`src/rtl/iter_shift_unit.sv`:
```
// Multi-cycle shift/rotate unit (LSL, LSR, ASR, ROR) with saturating amounts and a START/BUSY/DONE handshake.
// Optional macro ITER_SHIFT_FAST_EN: move two bit positions per RUN cycle while at least two remain.
module iter_shift_unit #(
   parameter int WIDTH = 8,
   parameter int CNT_W = $clog2(WIDTH) + 1
) (
   input  logic             CLK,
   input  logic             RESET,
   input  logic             START,
   input  logic [WIDTH-1:0] IN,
   input  logic [7:0]       SHIFT,
   input  logic [1:0]       SHIFT_TYPE,
   output logic [WIDTH-1:0] OUT,
   output logic             BUSY,
   output logic             DONE
);

   localparam int LOG_W = $clog2(WIDTH);

   localparam logic [1:0] ST_IDLE = 2'd0;
   localparam logic [1:0] ST_RUN  = 2'd1;
   localparam logic [1:0] ST_FIN  = 2'd2;

   localparam logic [1:0] OP_LSL = 2'b00;
   localparam logic [1:0] OP_LSR = 2'b01;
   localparam logic [1:0] OP_ASR = 2'b10;
   localparam logic [1:0] OP_ROR = 2'b11;

   logic [1:0]       state;
   logic [WIDTH-1:0] op;
   logic [CNT_W-1:0] cnt;
   logic [1:0]       typ;
   logic [CNT_W-1:0] eff_cnt;

   // Shifts saturate at WIDTH positions; a rotate only needs the amount modulo WIDTH.
   always_comb begin
      eff_cnt = '0;
      if (SHIFT_TYPE == OP_ROR)
         eff_cnt = CNT_W'(SHIFT[LOG_W-1:0]);
      else if (32'(SHIFT) >= 32'(WIDTH))
         eff_cnt = CNT_W'(WIDTH);
      else
         eff_cnt = CNT_W'(SHIFT);
   end

   function automatic logic [WIDTH-1:0] step1(input logic [WIDTH-1:0] v, input logic [1:0] t);
      logic [WIDTH-1:0] r;
      case (t)
         OP_LSL:  r = {v[WIDTH-2:0], 1'b0};
         OP_LSR:  r = {1'b0, v[WIDTH-1:1]};
         OP_ASR:  r = {v[WIDTH-1], v[WIDTH-1:1]};
         default: r = {v[0], v[WIDTH-1:1]};
      endcase
      return r;
   endfunction

   always_ff @(posedge CLK or negedge RESET) begin
      if (!RESET) begin
         state <= ST_IDLE;
         op    <= '0;
         cnt   <= '0;
         typ   <= '0;
         OUT   <= '0;
         BUSY  <= 1'b0;
         DONE  <= 1'b0;
      end else begin
         DONE <= 1'b0;
         case (state)
            ST_IDLE, ST_FIN: begin
               // FIN accepts a new request just like IDLE so operations can run back to back.
               if (START) begin
                  op    <= IN;
                  typ   <= SHIFT_TYPE;
                  cnt   <= eff_cnt;
                  BUSY  <= 1'b1;
                  state <= ST_RUN;
               end else begin
                  state <= ST_IDLE;
               end
            end
            ST_RUN: begin
               if (cnt != '0) begin
`ifdef ITER_SHIFT_FAST_EN
                  if (cnt >= CNT_W'(2)) begin
                     op  <= step1(step1(op, typ), typ);
                     cnt <= cnt - CNT_W'(2);
                  end else begin
                     op  <= step1(op, typ);
                     cnt <= cnt - CNT_W'(1);
                  end
`else
                  op  <= step1(op, typ);
                  cnt <= cnt - CNT_W'(1);
`endif
               end else begin
                  OUT   <= op;
                  DONE  <= 1'b1;
                  BUSY  <= 1'b0;
                  state <= ST_FIN;
               end
            end
            default: state <= ST_IDLE;
         endcase
      end
   end

endmodule

```
`config.mk`:
```
export PLATFORM = sky130hd
export DESIGN_NAME = iter_shift_unit
export DESIGN_NICKNAME = d
export VERILOG_FILES = /design/src/rtl/iter_shift_unit.sv
export SDC_FILE = /design/constraint.sdc
export NUM_CORES = 1
export LEC_CHECK = 0
export BUFFER_PORTS_ARGS = -buffer_cell sky130_fd_sc_hd__buf_2
export CORE_AREA = 3 3 60 62
export DETAILED_ROUTE_END_ITERATION = 12
export DIE_AREA = 0 0 63 65
export PLACE_DENSITY = 0.67
export SYNTH_ARGS = -nofsm -noshare
export SYNTH_HDL_FRONTEND = slang
export SYNTH_SLANG_ARGS = --single-unit
```
`constraint.sdc`:
```
create_clock -name CLK -period 2 [get_ports CLK]
set_input_delay 0.3 -clock CLK [delete_from_list [all_inputs] [get_ports CLK]]
set_output_delay 0.3 -clock CLK [all_outputs]
set_load 0.005 [all_outputs]
```
; After elaboration in Yosys (flattened, before gate mapping)
; Index checks and enable logic that the tools add are counted.
[op_classes]
n_mux = 17
order_cmp = 1
div = 0
mul = 0
n_reduce_logical = 10
shifts = 0
eq_ne = 9
bitwise_logic = 1
n_addsub = 1
[op_table]
columns = op, count
row1 = $pmux W8 S3, 1
row2 = $mux W4, 4
row3 = $mux W8, 2
row4 = $pmux W8 S2, 1
row5 = $ge A8 B4 Y1 const B, 1
row6 = $ne A2 B2 Y1 const B, 4
row7 = $pmux W4 S2, 1
row8 = $eq A2 B2 Y1 const B, 3
row9 = $reduce_and A3 Y1, 2
row10 = $mux W1, 5
row11 = $eq A2 B1 Y1 const B, 2
row12 = $logic_not A2 Y1, 2
row13 = $pmux W2 S2, 1
row14 = $reduce_and A2 Y1, 2
row15 = $reduce_and A4 Y1, 1
row16 = $reduce_bool A4 Y1, 1
row17 = $sub A4 B1 Y4 const B, 1
row18 = $mux W2, 1
row19 = $pmux W1 S2, 1
row20 = $reduce_bool A2 Y1, 1
row21 = $reduce_or A2 Y1, 1
row22 = $not A1 Y1, 1
[totals]
latchBits = 0
word_cells = 47
ff_bits = 26
ram_bits = 0
romBits = 0
memories = 0
in_bits = 21

; Depth between registers and ports, before layout
[depth]
word_depth = 5
ltp_mapped = 9
ltp_nobuf = 8

; Least setup slack after synthesis
; No wires, ideal clock.
[synth_path]
path_kind = flip-flop to flip-flop
start = register cnt[0]
end = register op[3]
synth_period_minus_slack_ps = 1468
stages_incl_launch_ff = 10
path_buffers = 1
slack_ps = 532
arrival_ps = 1342
t_required_ps = 1874
path_cell_list = dfrtp_1 inv_1 ha_1 nor3b_2 nor2_2 nor2_4 inv_2 buf_6 o21ai_0 o2bb2ai_1
[synth_between]
elab_chain_cells = 3
[synth_lines]
columns = item, line
row1 = "start, declared", 31  ; logic [CNT_W-1:0] cnt;
row2 = "start signal, assigned", 74  ; cnt <= eff_cnt;
row3 = "start signal, assigned", 93  ; cnt <= cnt - CNT_W'(1);
row4 = $reduce_bool A4 Y1, 82  ; if (cnt != '0) begin
row5 = $ne A2 B2 Y1 (no source line), n/a
row6 = $reduce_and A3 Y1 (no source line), n/a
row7 = "end signal, assigned", 92  ; op <= step1(op, typ);
row8 = "end, declared", 30  ; logic [WIDTH-1:0] op;
; No other way between the ends.
; A chain may end at the register's enable or synchronous reset.

; Worst setup path after layout
[layout_path]
start = register cnt[0]
end = register cnt[0]
[layout_between]
elab_chain_cells = 3
[layout_lines]
columns = item, line
row1 = $sub A4 B1 Y4 or $reduce_bool A4 Y1 (tied branches), "93, 82"
row2 = $mux W4 or $ne A2 B2 Y1 (tied branches), n/a
row3 = $pmux W4 S2 or $reduce_and A3 Y1 (tied branches), n/a
; Several ways; a longest one is shown, not always the timed one. The select of a mux whose other input is x is not followed.

==> results.py <==
metrics = {
    "routing": {
        "wl_microns": 2570,
        "dr.pass1.iters": 4,
        "drt_iter0_markers": 15,
        "drtAntennaViolNets": 0,
        "dr_total_vias": 944,
        "via_per_inst": 4.92,
        "drc": 0,
        "avgRoutedWirePerCell_microns": 13.4,
    },
    "global_route": {
        "grt_pass1_vias": 1020,
        "gr-total-overflow": 0,
        "grt_max_degree": 27,
        "grt_pass1_wl_microns": 4650,
        "track_usage_pct": 14.5,
        "antenna_found_initial": 0,
    },
    "status": {
        "outcome": "complete, no violations",
    },
    "floorplan": {
        "core_sq_mm": 0.00308,
        "dieArea_sq_mm": 0.00410,
        "start_util_pct": 40.2,
        "row_count": 20,
        "design.portCount": 31,
        "die_x_microns": 63,
        "dieHeight_microns": 65,
    },
    "timing": {
        "worst_clock_skew_ns": 0.00179,
        "slew_viol_final": 0,
        "slew_headroom_pct": 61.7,
        "period_share_pct": 88.1,
        "tightest_slew_ns": 0.574,
        "tns_ns": 0,
        "max_freq_mhz": 567,
        "min_period_ns": 1.76,
        "hold_violations": 0,
        "setup_viol": 0,
        "rsz0062_at_grt": "no",
    },
    "cells_and_area": {
        "drive_above_1_share_pct": 33.8,
        "n_antenna_cell": 0,
        "area_growth_pct": 20.0,
        "stdcell_count": 192,
        "mostFrequentLayoutCells": "30 x buf_2, 26 x dfrtp_1, 13 x nand2_1, 9 x nor2_1, 9 x mux2_2",
        "fin_nets": 171,
        "final_common_cell": "buf_2",
    },
    "clock_network": {
        "holdBufCountCts": 1,
        "cts.clk_slew.worst_paths_ns": 0.15,
        "cts.htree.levels": 1,
        "clock_latency_ns": 0.33,
        "postCtsSetupRepairBufs": 0,
        "cts_tree": "yes",
        "ctsResizeCount": 0,
        "cts_root_buf": "clkbuf_4",
        "clockBufferDepth": 2,
        "cts.sinks": 26,
        "cts_inserted_buffers": 3,
    },
    "power_and_ir_drop": {
        "p_sw_uw": 947,
        "ir_worst_vdd_v": 0.000704,
        "swShare_pct": 38.4,
        "power_density_mw_per_mm2": 1660,
        "sequentialPowerShare_pct": 39.5,
        "p_clk_share_pct": 15.1,
        "internal-power_mw": 1.52,
        "power_leakage_nw": 0.713,
        "combPwrFrac_pct": 45.4,
    },
    "worst_setup_path": {
        "critical_path_class": "flip-flop to flip-flop",
        "rrSetupSlack_ns": 0.24,
        "start_kind": "flip-flop",
        "worstPathRequired_ns": 2.24,
        "worstPathArrival_ns": 2.00,
        "reg2reg_from": "cnt[0]$_DFFE_PN0P_",
        "r2r_cells": 7,
        "setup.worst_path.end_class": "flip-flop",
        "rr_endpoint": "cnt[0]$_DFFE_PN0P_",
        "worstSetupStartpoint": "cnt[0]$_DFFE_PN0P_",
        "cp_max_fo": 13,
        "cp-endpoint": "cnt[0]$_DFFE_PN0P_",
    },
    "yosys": {
        "syn_area_per_cell_sq_um": 10.7,
        "synth_top_area_share_pct": 52.5,
        "yosysTopAreaCell": "dfrtp_1",
        "synth_area_sq_mm": 0.00124,
        "synth_seq_cells": 26,
        "syn_nets": 138,
        "yosysUniqueCellTypes": 31,
        "ys_seq_area_share_pct": 52.5,
        "yosys_warnings": 0,
        "synth_area_leaders": "dfrtp_1 53%, mux2_2 8.2%, o2bb2ai_1 4.2%, nand2_1 3.9%, a211oi_1 3.6%",
        "netlist_instances": 116,
    },
    "placement": {
        "dp_cells": 187,
        "gp_congestion": 0.729,
        "io_buffers": 30,
        "hpwl_microns": 1880,
    },
    "hold_path": {
        "hold_class": "input port to flip-flop",
    },
    "flow_run": {
        "drv_cap": 0,
    },
}
Yosys cell counts:
cell type and instances:
o2bb2ai_1 6, xor2_1 1, a22oi_1 2, a211oi_1 6, nor2_2 1, clkbuf_1 1, mux2_2 9, inv_2 1
o21ai_1 3, a211o_1 1, nor2_1 9, nor3_1 2, nand3b_1 1, a21oi_1 6, and4b_1 1, inv_1 4
and2b_1 1, ha_1 1, nor2_4 1, nor2b_1 7, nor3b_2 1, nand2_1 13, o21ai_0 3, o22ai_1 1
nand2b_1 2, a2bb2oi_1 1, buf_4 2, o221a_2 1, buf_2 1, dfrtp_1 26, buf_6 1
worst min path at each step:
stage	startpoint	endpoint	slack, ns	depth (start not counted)
floorplan	RESET	BUSY$_DFFE_PN0P_	0.004	0
global placement	RESET	OUT[1]$_DFFE_PN0P_	0.33	1
detailed placement	RESET	op[1]$_DFFE_PN0P_	0.34	1
CTS	SHIFT[2]	cnt[2]$_DFFE_PN0P_	0.17	2
global route	SHIFT[2]	cnt[2]$_DFFE_PN0P_	0.17	2
finish	SHIFT[2]	cnt[2]$_DFFE_PN0P_	0.16	2
metal layers:
metal	track usage, %	wire length (microns)	share of wire [%]	vias up
met3	2.77	65	2.5	4
li1	-	-	-	471
met4	6.61	40	1.6	0
met1	17.5	1160	45	455
met5	0	0	0	-
met2	25.2	1310	51	14
power by group through the flow:
stage | Combinational, mW | Sequential (mW) | Clock [mW]
floorplan | 0.872 | 0.947 | 0
global placement | 1.10 | 0.978 | 0
detailed placement | 1.13 | 0.992 | 0
CTS | 1.14 | 0.977 | 0.374
global route | 1.29 | 1.02 | 0.401
finish | 1.12 | 0.975 | 0.373
sequential cells by signal (all words and copies together), names as in the netlist:
register / flops
OUT: 8
op: 8
state: 2
DONE: 1
BUSY: 1
typ: 2
cnt: 4
per-stage QoR:
step           hold slack, ns  worst slack [ns]  utilization (%)  instance area [sq um]  power (mW)
2_1_floorplan         0.00441             0.532                -                   1240        1.82
3_3_place_gp            0.326             0.306             46.3                   1420        2.08
3_5_place_dp            0.342             0.246             46.3                   1420        2.12
4_1_cts                 0.165             0.218             48.3                   1490        2.49
5_1_grt                 0.168             0.103             48.3                   1490        2.70
6_report                0.163             0.237             48.3                   1490        2.47
kinds of logic (layout without fill, tap and decap cells):
family / count (synthesis) / in the layout / synth area share, %
adder cells (fa/ha/maj): 1 / 1 / 1.01
flip-flops: 26 / 26 / 52.5
AO/OA/AOI/OAI: 30 / 30 / 16.8
XOR/XNOR: 1 / 1 / 0.707
AND/OR/NAND/NOR: 39 / 39 / 16.5
buffers and inverters: 10 / 42 / 4.34
multiplexers: 9 / 9 / 8.18
critical path: stages, from the launching register on:
cell and delay (ns):
dfrtp_1 0.44, inv_1 0.07, ha_1 0.18, nor3b_2 0.22, nor2_2 0.09, nor2_4 0.21, inv_2 0.16, o221a_2 0.30
cell type report:
type / instances / area [sq um]
clock inverter: 1 / 30.0
tap: 44 / 55.1
clock buffer: 3 / 22.5
timing repair buffer: 33 / 175
multi-input combinational: 80 / 534
sequential: 26 / 651
fill: 299 / 1590
inverter: 5 / 18.8
(Power assumes the default switching activity.)
